## src/rtl/crc_pkg.sv

```systemverilog
// crc_pkg: shared FSM state type and standard CRC polynomial constants
package crc_pkg;
  typedef enum logic [1:0] {IDLE, ACCUM, HOLD} state_t;
  localparam logic [3:0]  CRC4_ITU    = 4'h3;
  localparam logic [7:0]  CRC8        = 8'h07;
  localparam logic [15:0] CRC16_CCITT = 16'h1021;
  localparam logic [31:0] CRC32       = 32'h04C11DB7;
endpackage

```

## src/rtl/crc_stream_engine_word_step.sv

```systemverilog
// crc_word_step: folds one DATA_WIDTH-bit word MSB-first into a CRC (combinational)
//   crc_in  : CRC before the word
//   data    : word, bit DATA_WIDTH-1 processed first
//   crc_out : CRC after the word
module crc_word_step #(
  parameter int CRC_WIDTH = 4,
  parameter int DATA_WIDTH = 5,
  parameter logic [CRC_WIDTH-1:0] POLY = CRC_WIDTH'(4'h3)
) (
  input  logic [CRC_WIDTH-1:0]  crc_in,
  input  logic [DATA_WIDTH-1:0] data,
  output logic [CRC_WIDTH-1:0]  crc_out
);
  always_comb begin
    crc_out = crc_in;
    for (int i = DATA_WIDTH - 1; i >= 0; i--)
      crc_out = {crc_out[CRC_WIDTH-2:0], 1'b0} ^ ((crc_out[CRC_WIDTH-1] ^ data[i]) ? POLY : '0);
  end
endmodule

```

## src/rtl/crc_stream_engine.sv

```systemverilog
// crc_stream_engine: frame-oriented streaming CRC generator with valid/ready in and out
//   crc_initial : seed, sampled on the sop beat
//   din_*       : input word stream (vld/rdy/sop/eop) and data_in
//   data_out    : frame CRC ^ XOR_OUT, held with dout_vld until dout_rdy
//   crc_ok      : residue==0 flag, present only when CRC_CHECK_EN is defined
module crc_stream_engine import crc_pkg::*; #(
  parameter int CRC_WIDTH = 4,
  parameter int DATA_WIDTH = 5,
  parameter logic [CRC_WIDTH-1:0] POLY = CRC_WIDTH'(CRC4_ITU),
  parameter logic [CRC_WIDTH-1:0] XOR_OUT = '0
) (
  input  logic                  clk,
  input  logic                  rst_n,
  input  logic [CRC_WIDTH-1:0]  crc_initial,
  input  logic                  din_vld,
  output logic                  din_rdy,
  input  logic                  din_sop,
  input  logic                  din_eop,
  input  logic [DATA_WIDTH-1:0] data_in,
  output logic [CRC_WIDTH-1:0]  data_out,
  output logic                  dout_vld,
  input  logic                  dout_rdy
`ifdef CRC_CHECK_EN
  ,
  output logic                  crc_ok
`endif
);
  state_t state, state_nxt;
  logic acc, upd, fin;
  logic [CRC_WIDTH-1:0] crc_q, crc_seed, crc_step;
  assign acc = din_vld & din_rdy;
  // non-sop beats in IDLE are accepted but do not touch the CRC
  assign upd = acc & (din_sop | state == ACCUM);
  assign fin = upd & din_eop;
  // an sop beat always restarts from the seed, also when it aborts a frame
  assign crc_seed = din_sop ? crc_initial : crc_q;
  crc_word_step #(.CRC_WIDTH(CRC_WIDTH), .DATA_WIDTH(DATA_WIDTH), .POLY(POLY)) u_step (
    .crc_in(crc_seed),
    .data(data_in),
    .crc_out(crc_step)
  );
  always_comb begin
    state_nxt = state;
    if (state == HOLD) state_nxt = dout_rdy ? IDLE : HOLD;
    else if (upd) state_nxt = din_eop ? HOLD : ACCUM;
  end
  // din_rdy and dout_vld are registered from the next state so neither
  // has a combinational path from dout_rdy
  always_ff @(posedge clk or negedge rst_n)
    if (!rst_n) begin
      state    <= IDLE;
      crc_q    <= '0;
      data_out <= '0;
      dout_vld <= 1'b0;
      din_rdy  <= 1'b0;
    end else begin
      state    <= state_nxt;
      din_rdy  <= state_nxt != HOLD;
      dout_vld <= state_nxt == HOLD;
      if (upd) crc_q <= crc_step;
      if (fin) data_out <= crc_step ^ XOR_OUT;
    end
`ifdef CRC_CHECK_EN
  always_ff @(posedge clk or negedge rst_n)
    if (!rst_n) crc_ok <= 1'b0;
    else if (fin) crc_ok <= crc_step == '0;
    else if (state == HOLD && dout_rdy) crc_ok <= 1'b0;
`endif
endmodule

```

## config.mk

```make
export PLATFORM = sky130hd
export DESIGN_NAME = crc_stream_engine
export DESIGN_NICKNAME = d
export VERILOG_FILES = /design/src/rtl/crc_pkg.sv /design/src/rtl/crc_stream_engine_word_step.sv /design/src/rtl/crc_stream_engine.sv
export SDC_FILE = /design/constraint.sdc
export NUM_CORES = 1
export LEC_CHECK = 0
export CAP_MARGIN = 20
export CORE_AREA = 4 4 56 58
export CTS_CLUSTER_DIAMETER = 60
export CTS_CLUSTER_SIZE = 25
export DETAILED_ROUTE_END_ITERATION = 10
export DIE_AREA = 0 0 60 62
export PLACE_DENSITY_LB_ADDON = 0.25
export REMOVE_ABC_BUFFERS = 1
export SYNTH_ARGS = -nofsm -noshare
export SYNTH_HDL_FRONTEND = slang
export SYNTH_HIERARCHICAL = 1
export SYNTH_SLANG_ARGS = --single-unit
```

## constraint.sdc

```tcl
create_clock -name clk -period 5.1 [get_ports clk]
set_input_delay 1.53 -clock clk [delete_from_list [all_inputs] [get_ports clk]]
set_output_delay 1.53 -clock clk [all_outputs]
set_load 0.01 [all_outputs]
```

-- Word-level counts from Yosys, hierarchy flattened
Index checks and enable logic that the tools add are counted.
- equality and inequality tests: 4
- muxes and demuxes: 10
- bitwise gates (word level): 14
- operators by type and width (kind ; number):
    $xor 4x4->4 ; 5
    $mux 2 ; 9
    $xor 1x1->1 ; 5
    $eq 2x2->1 const B ; 2
    $mux 4 ; 1
    $and 1x1->1 ; 3
    $eq 2x1->1 const B ; 1
    $ne 2x2->1 const B ; 1
    $or 1x1->1 ; 1
- register bits after elaboration: 12
- input bits: 15

-- Logic depth before layout (Yosys ltp)
- depth in word-level cells: 16
- gate-level depth with buffers: 5
- gate-level depth less buffers: 4

-- Hierarchy
Netlist, hierarchy kept.
- by module, submodules not included (module ; times used ; cells each ; area each (um^2)):
    crc_stream_engine ; 1 ; 43 ; 588.1
    crc_word_step ; 1 ; 9 ; 113.9

-- Least setup slack after synthesis
No wires, ideal clock.
- path kind: input -> register
- start point: input din_sop
- end point: register data_out[2]
- setup time: 125 ps
- arrival: 2957 ps
- data required time: 4975 ps
- path slack: 2018 ps
- stages on the path: 5
- path buffers: 1
- path through: buf_2 mux2_2 xnor2_1 xnor3_1 mux2_2
- elaborated cells between the ends (all ways): 15
- those cells by class: mux (4); bitwise (11)
- RTL lines (element ; RTL line ; RTL):
    start, declared ; crc_stream_engine.sv:17 ; input logic din_sop,
    $mux 4 ; crc_stream_engine.sv:36 ; assign crc_seed = din_sop ? crc_initial : crc_q;
    named net crc_seed[1] ; crc_stream_engine.sv:30 ; logic [CRC_WIDTH-1:0] crc_q, crc_seed, crc_step;
    $xor 4x4->4 (2 in series) ; crc_stream_engine_word_step.sv:17 ; crc_out = {crc_out[CRC_WIDTH-2:0], 1'b0} ^ ((crc_out[CRC_WIDTH-1] ^ data[i]) ? POLY : '0);
    $xor 1x1->1 ; crc_stream_engine_word_step.sv:17 ;
    $mux 2 ; crc_stream_engine_word_step.sv:17 ;
    $xor 4x4->4 (3 in series) ; crc_stream_engine_word_step.sv:17 ;
    named net crc_step[2] ; crc_stream_engine.sv:30 ;
    end signal, assigned ; crc_stream_engine.sv:61 ; if (fin) data_out <= crc_step ^ XOR_OUT;
    end, declared ; crc_stream_engine.sv:20 ; output logic [CRC_WIDTH-1:0] data_out,
The timed path passes the listed nets, and every way through them passes these cells.
A chain may end at the register's enable or synchronous reset.

-- Worst setup path in the final report
Same ends and word-level chain as after synthesis.

==> impl_metrics.tcl <==
set metrics [dict create \
    synth-main-ff-cell "dfrtp_1" \
    mappedNetlistArea_sq_um 702 \
    via_per_inst 4.60 \
    wl_per_cell_microns 13.1 \
    finClkSkew_ns 0.00607 \
    place_ws_ns 1.31 \
    dp_cells 102 \
    synth_async_sr_flop_share 1.00 \
    p_leak_nw 0.393 \
    synth_cell_types 21 \
    rsz0062_at_grt "no" \
    setup_violations 0 \
    synth.top_cells.by_area "dfrtp_1, mux2_2, xnor3_1" \
    synth_xor_area_frac 0.162 \
    stdcell_count 105 \
    status "completed" \
    place_congestion 0.786 \
    postRouteAntennaNets 0 \
    grt_usage 0.0850 \
    avgSynthCellArea_sq_um 13.5 \
    synth_adder_area_share 0 \
    ctsHoldBuffers 0 \
    seq_area_sq_um 300 \
    nets 91 \
    grt_pass1_vias 487 \
    drv_cap 0 \
    rows 19 \
    critPathRequiredTime_ns 5.27 \
    hold_end "crc_q[1]" \
    drv_slew 0 \
    grt_overflow_total 0 \
    h-tree-depth 1 \
    reg2reg_slack_ns 3.39 \
    cp_max_fo 9 \
    ios 21 \
    fmax_mhz 288 \
    cts_tree "built" \
    worstMarginPinSlew_ns 0.564 \
    nFillCells 273 \
    yosys.area.top_type_share 0.428 \
    multiInputGateArea_sq_um 397 \
    ys_ff_latch 12 \
    period_minus_slack_ns 3.47 \
    worst_slack_ns 1.63 \
    synth.area.mux_share 0.223 \
    initial_core_util 0.264 \
    syn_to_final_growth_pct 36.5 \
    n_antenna_cell 0 \
    numCtsBuffers 3 \
    portBuffers 20 \
    synth_warnings 6 \
    timing_worst_setup_path_type "primary input to flip-flop" \
    period_share 0.681 \
    vias 483 \
    postSynthCellCount 52 \
    dp_hpwl_microns 1040 \
    critPathCaptureType "flip-flop" \
    first_iter_violations 7 \
    r2r-end "data_out[2]" \
    antenna_found_initial 0 \
    timing.setup.tns_ns 0 \
    path_clk_slew_ns 0.08 \
    reg2regPathDepth 4 \
    finalHoldViolCount 0 \
    hold_depth 1 \
    die_height_microns 62 \
    dieArea_sq_mm 0.00372 \
    cts_num_sinks 12 \
    slew_headroom 0.623 \
    synth_top_family_by_area "multiplexers" \
    post_cts_buffers 0 \
    yosys.area_share.simple 0.0980 \
    clk_latency_ns 0.27 \
    dr.pass1.iters 4 \
    ir_worst_vdd_mv 0.216 \
    min_from "crc_q[1]" \
    drc_errors 0 \
    grt_max_degree 13 \
    critPathLaunchType "primary input" \
    yosysSeqAreaShare 0.428 \
    r2r_start "crc_q[1]" \
    layout-drive-gt1-share 0.270 \
    clockRootBuffer "clkbuf_4" \
    ctsResizeCount 0 \
    clockBufferDepth 2 \
    wl_microns 1370 \
    p_per_area_mw_per_mm2 490 \
    grt_pass1_wl_microns 2190 \
    hp-class "flip-flop to flip-flop" \
    synth_edf_count 0 \
    netlist_top_cells_count "mux2_2, dfrtp_1, xnor2_1, xor2_1" \
    yosysMostFrequentCell "mux2_2" \
    placeableCoreArea_sq_mm 0.00266 \
    yosys.area.top_type "dfrtp_1" \
    cp.arrival_ns 3.64 \
    synth_compound_area_frac 0.0820 \
    die_w_microns 60 \
]
-- per-stage QoR --
step / util / power [mW] / cell area (sq um) / hold WS (ns)
3_3_place_gp: 0.352 / 0.414 / 936 / 0.493
5_1_grt: 0.360 / 0.507 / 958 / 0.533
2_1_floorplan: - / 0.331 / 697 / 0.475
6_report: 0.360 / 0.469 / 958 / 0.506
3_5_place_dp: 0.352 / 0.415 / 936 / 0.492
4_1_cts: 0.360 / 0.476 / 958 / 0.510
-- area by class of cell --
class	instances	share of cell area
repair buffers	20	0.209
well taps	31	0.0405
clock buffers	3	0.0235
multi-input cells	39	0.414
flip-flops and latches	12	0.313
-- placed cells by master (no fill, tap or decap) --
cell type / count
clkdlybuf4s50_1: 20
mux2_2: 13
dfrtp_1: 12
clkbuf_4: 3
xnor2_1: 3
xor2_1: 3
nor2b_1: 2
nor3_1: 2
nand2b_1: 2
xnor3_1: 2
a31oi_1: 1
and2b_1: 1
nand3_1: 1
nor2_1: 1
nand2_1: 1
o21ai_0: 1
o311ai_0: 1
nor2b_4: 1
o2111ai_4: 1
mux2i_1: 1
o21bai_2: 1
xnor2_2: 1
-- sequential cells by signal, indices dropped and copies added, names as in the netlist --
register / cells
din_rdy: 1
data_out: 4
dout_vld: 1
crc_q: 4
state: 2
-- how the worst max path moves through the flow --
stage | to | cells after the start | startpoint
after floorplan | data_out[2] | 4 | din_sop
after detailed placement | data_out[2] | 5 | din_sop
after global placement | crc_q[2] | 5 | din_sop
after global routing | data_out[2] | 5 | din_sop
after CTS | data_out[2] | 5 | din_sop
final | data_out[2] | 5 | din_sop
-- worst max-delay path: stages --
cell and delay [ns]:
clkdlybuf4s50_1 0.74, mux2_2 0.40, xnor2_1 0.24, xnor3_1 0.46, mux2_2 0.27
-- power breakdown --
group | switching [mW] | internal, mW
clock network | 0.0314 | 0.0274
logic | 0.0877 | 0.149
registers | 0.0329 | 0.141
total | 0.152 | 0.318
-- metal layers --
metal  routed length [microns]  track usage
met1                       635        0.104
met2                       658        0.125
met3                        37       0.0248
met4                        40       0.0665
met5                         0            0
-- cells by family (layout without fill, tap and decap cells) --
kind of cell	after synthesis	after routing
AO/OA/AOI/OAI	5	5
XOR/XNOR	9	9
buffers and inverters	1	23
flip-flops	12	12
multiplexers	14	14
AND/OR/NAND/NOR	11	11
Power figures use the tool's default switching activity.
==> patch 1, RTL diff (same settings) <==
`CRC_WIDTH` is set to 4 in 2 places; all go to 3.
--- a/src/rtl/crc_stream_engine_word_step.sv
+++ b/src/rtl/crc_stream_engine_word_step.sv
@@ -5,3 +5,3 @@
 module crc_word_step #(
-  parameter int CRC_WIDTH = 4,
+  parameter int CRC_WIDTH = 3,
   parameter int DATA_WIDTH = 5,
--- a/src/rtl/crc_stream_engine.sv
+++ b/src/rtl/crc_stream_engine.sv
@@ -6,3 +6,3 @@
 module crc_stream_engine import crc_pkg::*; #(
-  parameter int CRC_WIDTH = 4,
+  parameter int CRC_WIDTH = 3,
   parameter int DATA_WIDTH = 5,
Ports: changed (resized crc_initial and data_out); port bits go from 21 to 19. The function was not compared with the original's and may differ.
==> patch 1 against the original RTL <==
Global-route usage shrank 2.0 points. Sequential cell count down 2. Critical endpoint is now data_out[0]$_DFFE_PN0P_. Area after synthesis is 12% lower. First-iteration DRC count did not move. Cell area shrank 9.5%. Wire length decreased by 13%. Count of clock-buffer cells in the layout is 1 higher. Largest cell class unchanged. Setup slack lost 110 ps. Highest routed layer unchanged. Total power decreased by 8.9%. Cell count fell by 7.6%.
==> patch 1: results (changes against the original RTL) <==
set qor(gr-usage-met1_pct) 8.19 ;# -2.2 points
set qor(setup_slack_on_the_worst_flop_to_flop_path_ps) 3240 ;# -150 ps
set qor(power.switching_w) 0.000129 ;# -15%
set qor(met3_wirelength_microns) 26 ;# -30%
set qor(power.total_w) 0.000428 ;# -8.9%
set qor(maximum_number_of_pins_on_one_net_before_global_route_repair) 11 ;# -2
set qor(outcome) {complete, no violations}
set qor(last_weighted_congestion_value_of_the_routability_driven_placer) 0.783 ;# -0.38%
set qor(critical_path.max_stage_delay_ps) 710 ;# -30 ps
set qor(yosys-top-cells-count) {dfrtp_1 (10), mux2_2 (7)}
set qor(fillCellCount) 281 ;# +2.9%
set qor(wl_mm) 1.19 ;# -13%
set qor(globalRouteMet3Util_pct) 0.826 ;# -1.7 points
set qor(groute.usage.overall_pct) 6.53 ;# -2.0 points
set qor(min_to) {crc_q[2]$_DFFE_PN0P_}
set qor(power_combinational_w) 0.000207 ;# -13%
set qor(synth_area_leaders) {dfrtp_1 (41%), mux2_2 (13%), xnor3_1 (11%)}
set qor(place.detailed.hpwl_microns) 972 ;# -6.3%
set qor(first_global_vias) 419 ;# -14%
set qor(slew_hr_pct) 70.2 ;# +7.9 points
set qor(static-leakage-power_nw) 0.368 ;# -6.2%
set qor(timing.hold.ws_ps) 515 ;# +8.91 ps
set qor(finish.net_count) 81 ;# -11%
set qor(ir_worst_vdd_uv) 202 ;# -6.8%
set qor(critical_r2r_capture) {data_out[0]$_DFFE_PN0P_}
set qor(drt-pass1-iter-count) 2 ;# -2
set qor(yosys.cell_types.count) 20 ;# -4.8%
set qor(worst-path-max-fanout) 8 ;# -1
set qor(arrival_ps) 3730 ;# +90 ps
set qor(hold_start) {crc_q[2]$_DFFE_PN0P_}
set qor(grt_util_met2_pct) 10.3 ;# -2.2 points
set qor(crit_family) {XOR/XNOR gates}
set qor(sequential_to_total_area_share_from_yosys_stat_pct) 40.6 ;# -2.2 points
set qor(final.setup_skew_ps) 7.44 ;# +1.38 ps
set qor(detailroute.via_count) 409 ;# -15%
set qor(reg_top3) {crc_q x3, data_out x3, state x2}
set qor(met2_wirelength_microns) 608 ;# -7.6%
set qor(m1WireLength_microns) 532 ;# -16%
set qor(drive_above_1_share_pct) 25.8 ;# -1.3 points
==> patch 1: cell count changes after synthesis <==
| cell | unedited run | this run |
|---|---|---|
| mux2_4 | 0 | 3 |
| xnor2_2 | 1 | 0 |
| xnor3_1 | 2 | 3 |
| and2b_1 | 1 | 0 |
| xor2_1 | 3 | 1 |
| nor2b_1 | 2 | 3 |
| dfrtp_1 | 12 | 10 |
| mux2_2 | 13 | 7 |
==> patch 1: worst max path at each step <==
stage | endpoint | slack, ps
3_3_place_gp | data_out[0]$_DFFE_PN0P_ | 1260
6_report | data_out[0]$_DFFE_PN0P_ | 1520
3_5_place_dp | data_out[0]$_DFFE_PN0P_ | 1240
4_1_cts | data_out[0]$_DFFE_PN0P_ | 1500
5_1_grt | crc_q[0]$_DFFE_PN0P_ | 1470
2_1_floorplan | data_out[0]$_DFFE_PN0P_ | 2070
==> patch 1: layout make-up <==
class	instances	area [sq um]	area share, %
flip-flops and latches	10	250	28.9
clock buffers	4	36.3	4.18
multi-input cells	34	362	41.7
repair buffers	18	180	20.8
well taps	31	38.8	4.47
==> patch 1: logic make-up (layout without fill, tap and decap cells) <==
family | after synthesis | in the layout | share of synthesized area, %
multiplexers | 11 | 11 | 21.7
AO/OA/AOI/OAI | 5 | 5 | 9.33
XOR/XNOR | 7 | 7 | 16.6
buffers and inverters | 1 | 22 | 0.811
AND/OR/NAND/NOR | 11 | 11 | 11.0
flip-flops | 10 | 10 | 40.6
==> patch 1: metrics by stage <==
step / setup slack [ps] / util [%] / instances / instance area (sq um)
floorplan: 2070 / - / 44 / 612
global placement: 1260 / 31.2 / 93 / 831
detailed placement: 1240 / 31.2 / 93 / 831
CTS: 1500 / 32.6 / 97 / 867
global route: 1470 / 32.6 / 97 / 867
finish: 1520 / 32.6 / 97 / 867
==> patch 2, RTL diff (same flow settings) <==
Without the edit above. The option `CRC_CHECK_EN` is turned on by a define.
--- a/src/rtl/crc_stream_engine.sv
+++ b/src/rtl/crc_stream_engine.sv
@@ -5,2 +5,4 @@
 //   crc_ok      : residue==0 flag, present only when CRC_CHECK_EN is defined
+`define CRC_CHECK_EN
+
 module crc_stream_engine import crc_pkg::*; #(
Formal check against the unedited RTL (old outputs only; new: crc_ok): equivalent (Yosys induction, for registers that start in step).
==> patch 2 against the original RTL <==
Utilization is 1.8 points higher. Setup slack worse by 220 ps. Area after synthesis is 4.6% higher. Wire length is 7.2% higher. Critical path type unchanged. Total power is 7.9% higher. Sequential cell count is 1 higher. Cell area is 5.0% higher. Clock power is 8.3% higher.
==> patch 2: results (changes against the original RTL) <==
set qor(finish.net_count) 93 ;# +2.2%
set qor(cts.clk_slew.worst_paths_ps) 90
set qor(grt_first_pass_wirelength_mm) 2.50 ;# +14%
set qor(yosys.cell_types.count) 22 ;# +4.8%
set qor(worst_skew_pair.late_latency_ps) 280
set qor(ctsHtreeMaxLevel) 1 ;# unchanged
set qor(detailroute.via_count) 500 ;# +3.5%
set qor(drive_above_1_share_pct) 27.3 ;# +0.25 points
set qor(drt_iter0_markers) 9 ;# +2
set qor(last_weighted_congestion_value_of_the_routability_driven_placer) 0.724 ;# -7.8%
set qor(drt-pass1-iter-count) 3 ;# -1
set qor(fillCellCount) 288 ;# +5.5%
set qor(timing.hold.worst.class) {flop to flop}
set qor(outcome) {complete, no violations}
set qor(arrival_ps) 3900 ;# +260 ps
set qor(placement.io_buffers) 21 ;# +5.0%
set qor(sequential_to_total_area_share_from_yosys_stat_pct) 44.3 ;# +1.5 points
set qor(wl_mm) 1.47 ;# +7.2%
set qor(yosys-top-cells-count) {dfrtp_1 (13), mux2_2 (13), xnor2_1 (3), xor2_1 (3)}
set qor(antenna_violations_before_repair) 0 ;# unchanged
set qor(place.detailed.hpwl_mm) 1.15 ;# +11%
set qor(cts_resized) 0 ;# unchanged
set qor(first_global_vias) 552 ;# +13%
set qor(maximum_number_of_pins_on_one_net_before_global_route_repair) 14 ;# +1
set qor(postCtsSetupRepairBufs) 0 ;# unchanged
set qor(reg_top3) {crc_q x4, data_out x4}
set qor(yosys_most_used_dff) {dfrtp_1}
set qor(synth_area_leaders) {dfrtp_1 (44%), mux2_2 (20%), xnor3_1 (6.1%)}
set qor(antenna_left) 0 ;# unchanged
set qor(num_cts_buffers) 3 ;# unchanged
set qor(ctsLongestPathBuffers) 2 ;# unchanged
set qor(cts_root_buf) {clkbuf_4}
set qor(insertedDiodeCount) 0 ;# unchanged
set qor(final.setup_skew_ps) 10.5 ;# +4.42 ps
set qor(static-leakage-power_nw) 0.423 ;# +7.8%
set qor(groute.usage.overall_pct) 9.43 ;# +0.93 points
set qor(worst-path-max-fanout) 9 ;# unchanged
set qor(ys.warnings.count) 6 ;# unchanged
set qor(transition_time_at_the_pin_with_the_least_slew_margin_ps) 584 ;# +20.0 ps
set qor(ys_async_sr_fraction_pct) 100 ;# unchanged
set qor(ir_worst_vdd_uv) 259 ;# +20%
patch 2: power by group:
group	internal (W)	switching [W]
clock network	0.0000290	0.0000347
registers	0.000152	0.0000377
logic	0.000155	0.0000978
total	0.000336	0.000170
patch 2: final cells by class:
| cell class | count | area, sq um | area share [%] |
|---|---|---|---|
| multi-input cells | 39 | 404 | 40.2 |
| flip-flops and latches | 13 | 325 | 32.3 |
| repair buffers | 21 | 210 | 20.9 |
| well taps | 31 | 38.8 | 3.86 |
| clock buffers | 3 | 22.5 | 2.24 |
| clock inverters | 1 | 5.00 | 0.498 |
patch 2: metal layers:
| metal | up-vias | track usage, % | share of wire (%) |
|---|---|---|---|
| li1 | 243 | - | - |
| met1 | 245 | 11.9 | 47 |
| met2 | 10 | 14.4 | 46 |
| met3 | 2 | 3.31 | 6.0 |
| met4 | 0 | 4.75 | 0.68 |
| met5 | - | 0 | 0 |
patch 2: worst max-delay path, stage by stage:
cell	delay, ps
clkdlybuf4s50_1	720
mux2_2	420
xnor3_1	380
xor2_1	190
or4_1	520
mux2i_1	130
patch 2: kinds of logic after synthesis:
family                 after synthesis  synth area share, %
buffers and inverters                1                0.681
AND/OR/NAND/NOR                      9                 7.84
XOR/XNOR                             9                 15.5
multiplexers                        15                 22.7
AO/OA/AOI/OAI                        6                 9.03
flip-flops                          13                 44.3
patch 2: stage by stage:
stage	utilization (%)	instances	worst slack, ps	cell area, sq um
floorplan	-	52	1990	729
detailed placement	36.7	104	1090	978
CTS	37.8	108	1390	1010
finish	37.8	108	1410	1010
global route	37.8	108	1340	1010
global placement	36.7	104	1100	978
patch 2: path summary, 6_finish.rpt:
kind | start | to | slack [ps] | cells past startpoint
max | din_sop | crc_ok$_DFFE_PN0P_ | 1410 | 6
min | crc_q[3]$_DFFE_PN0P_ | crc_q[3]$_DFFE_PN0P_ | 520 | 1
max reg2reg | crc_q[2]$_DFFE_PN0P_ | crc_ok$_DFFE_PN0P_ | 3120 | 5
min reg2reg | crc_q[3]$_DFFE_PN0P_ | crc_q[3]$_DFFE_PN0P_ | 520 | 1
max in group asynchronous | rst_n | data_out[1]$_DFFE_PN0P_ | 3090 | 1
min in group asynchronous | rst_n | data_out[3]$_DFFE_PN0P_ | 1620 | 1
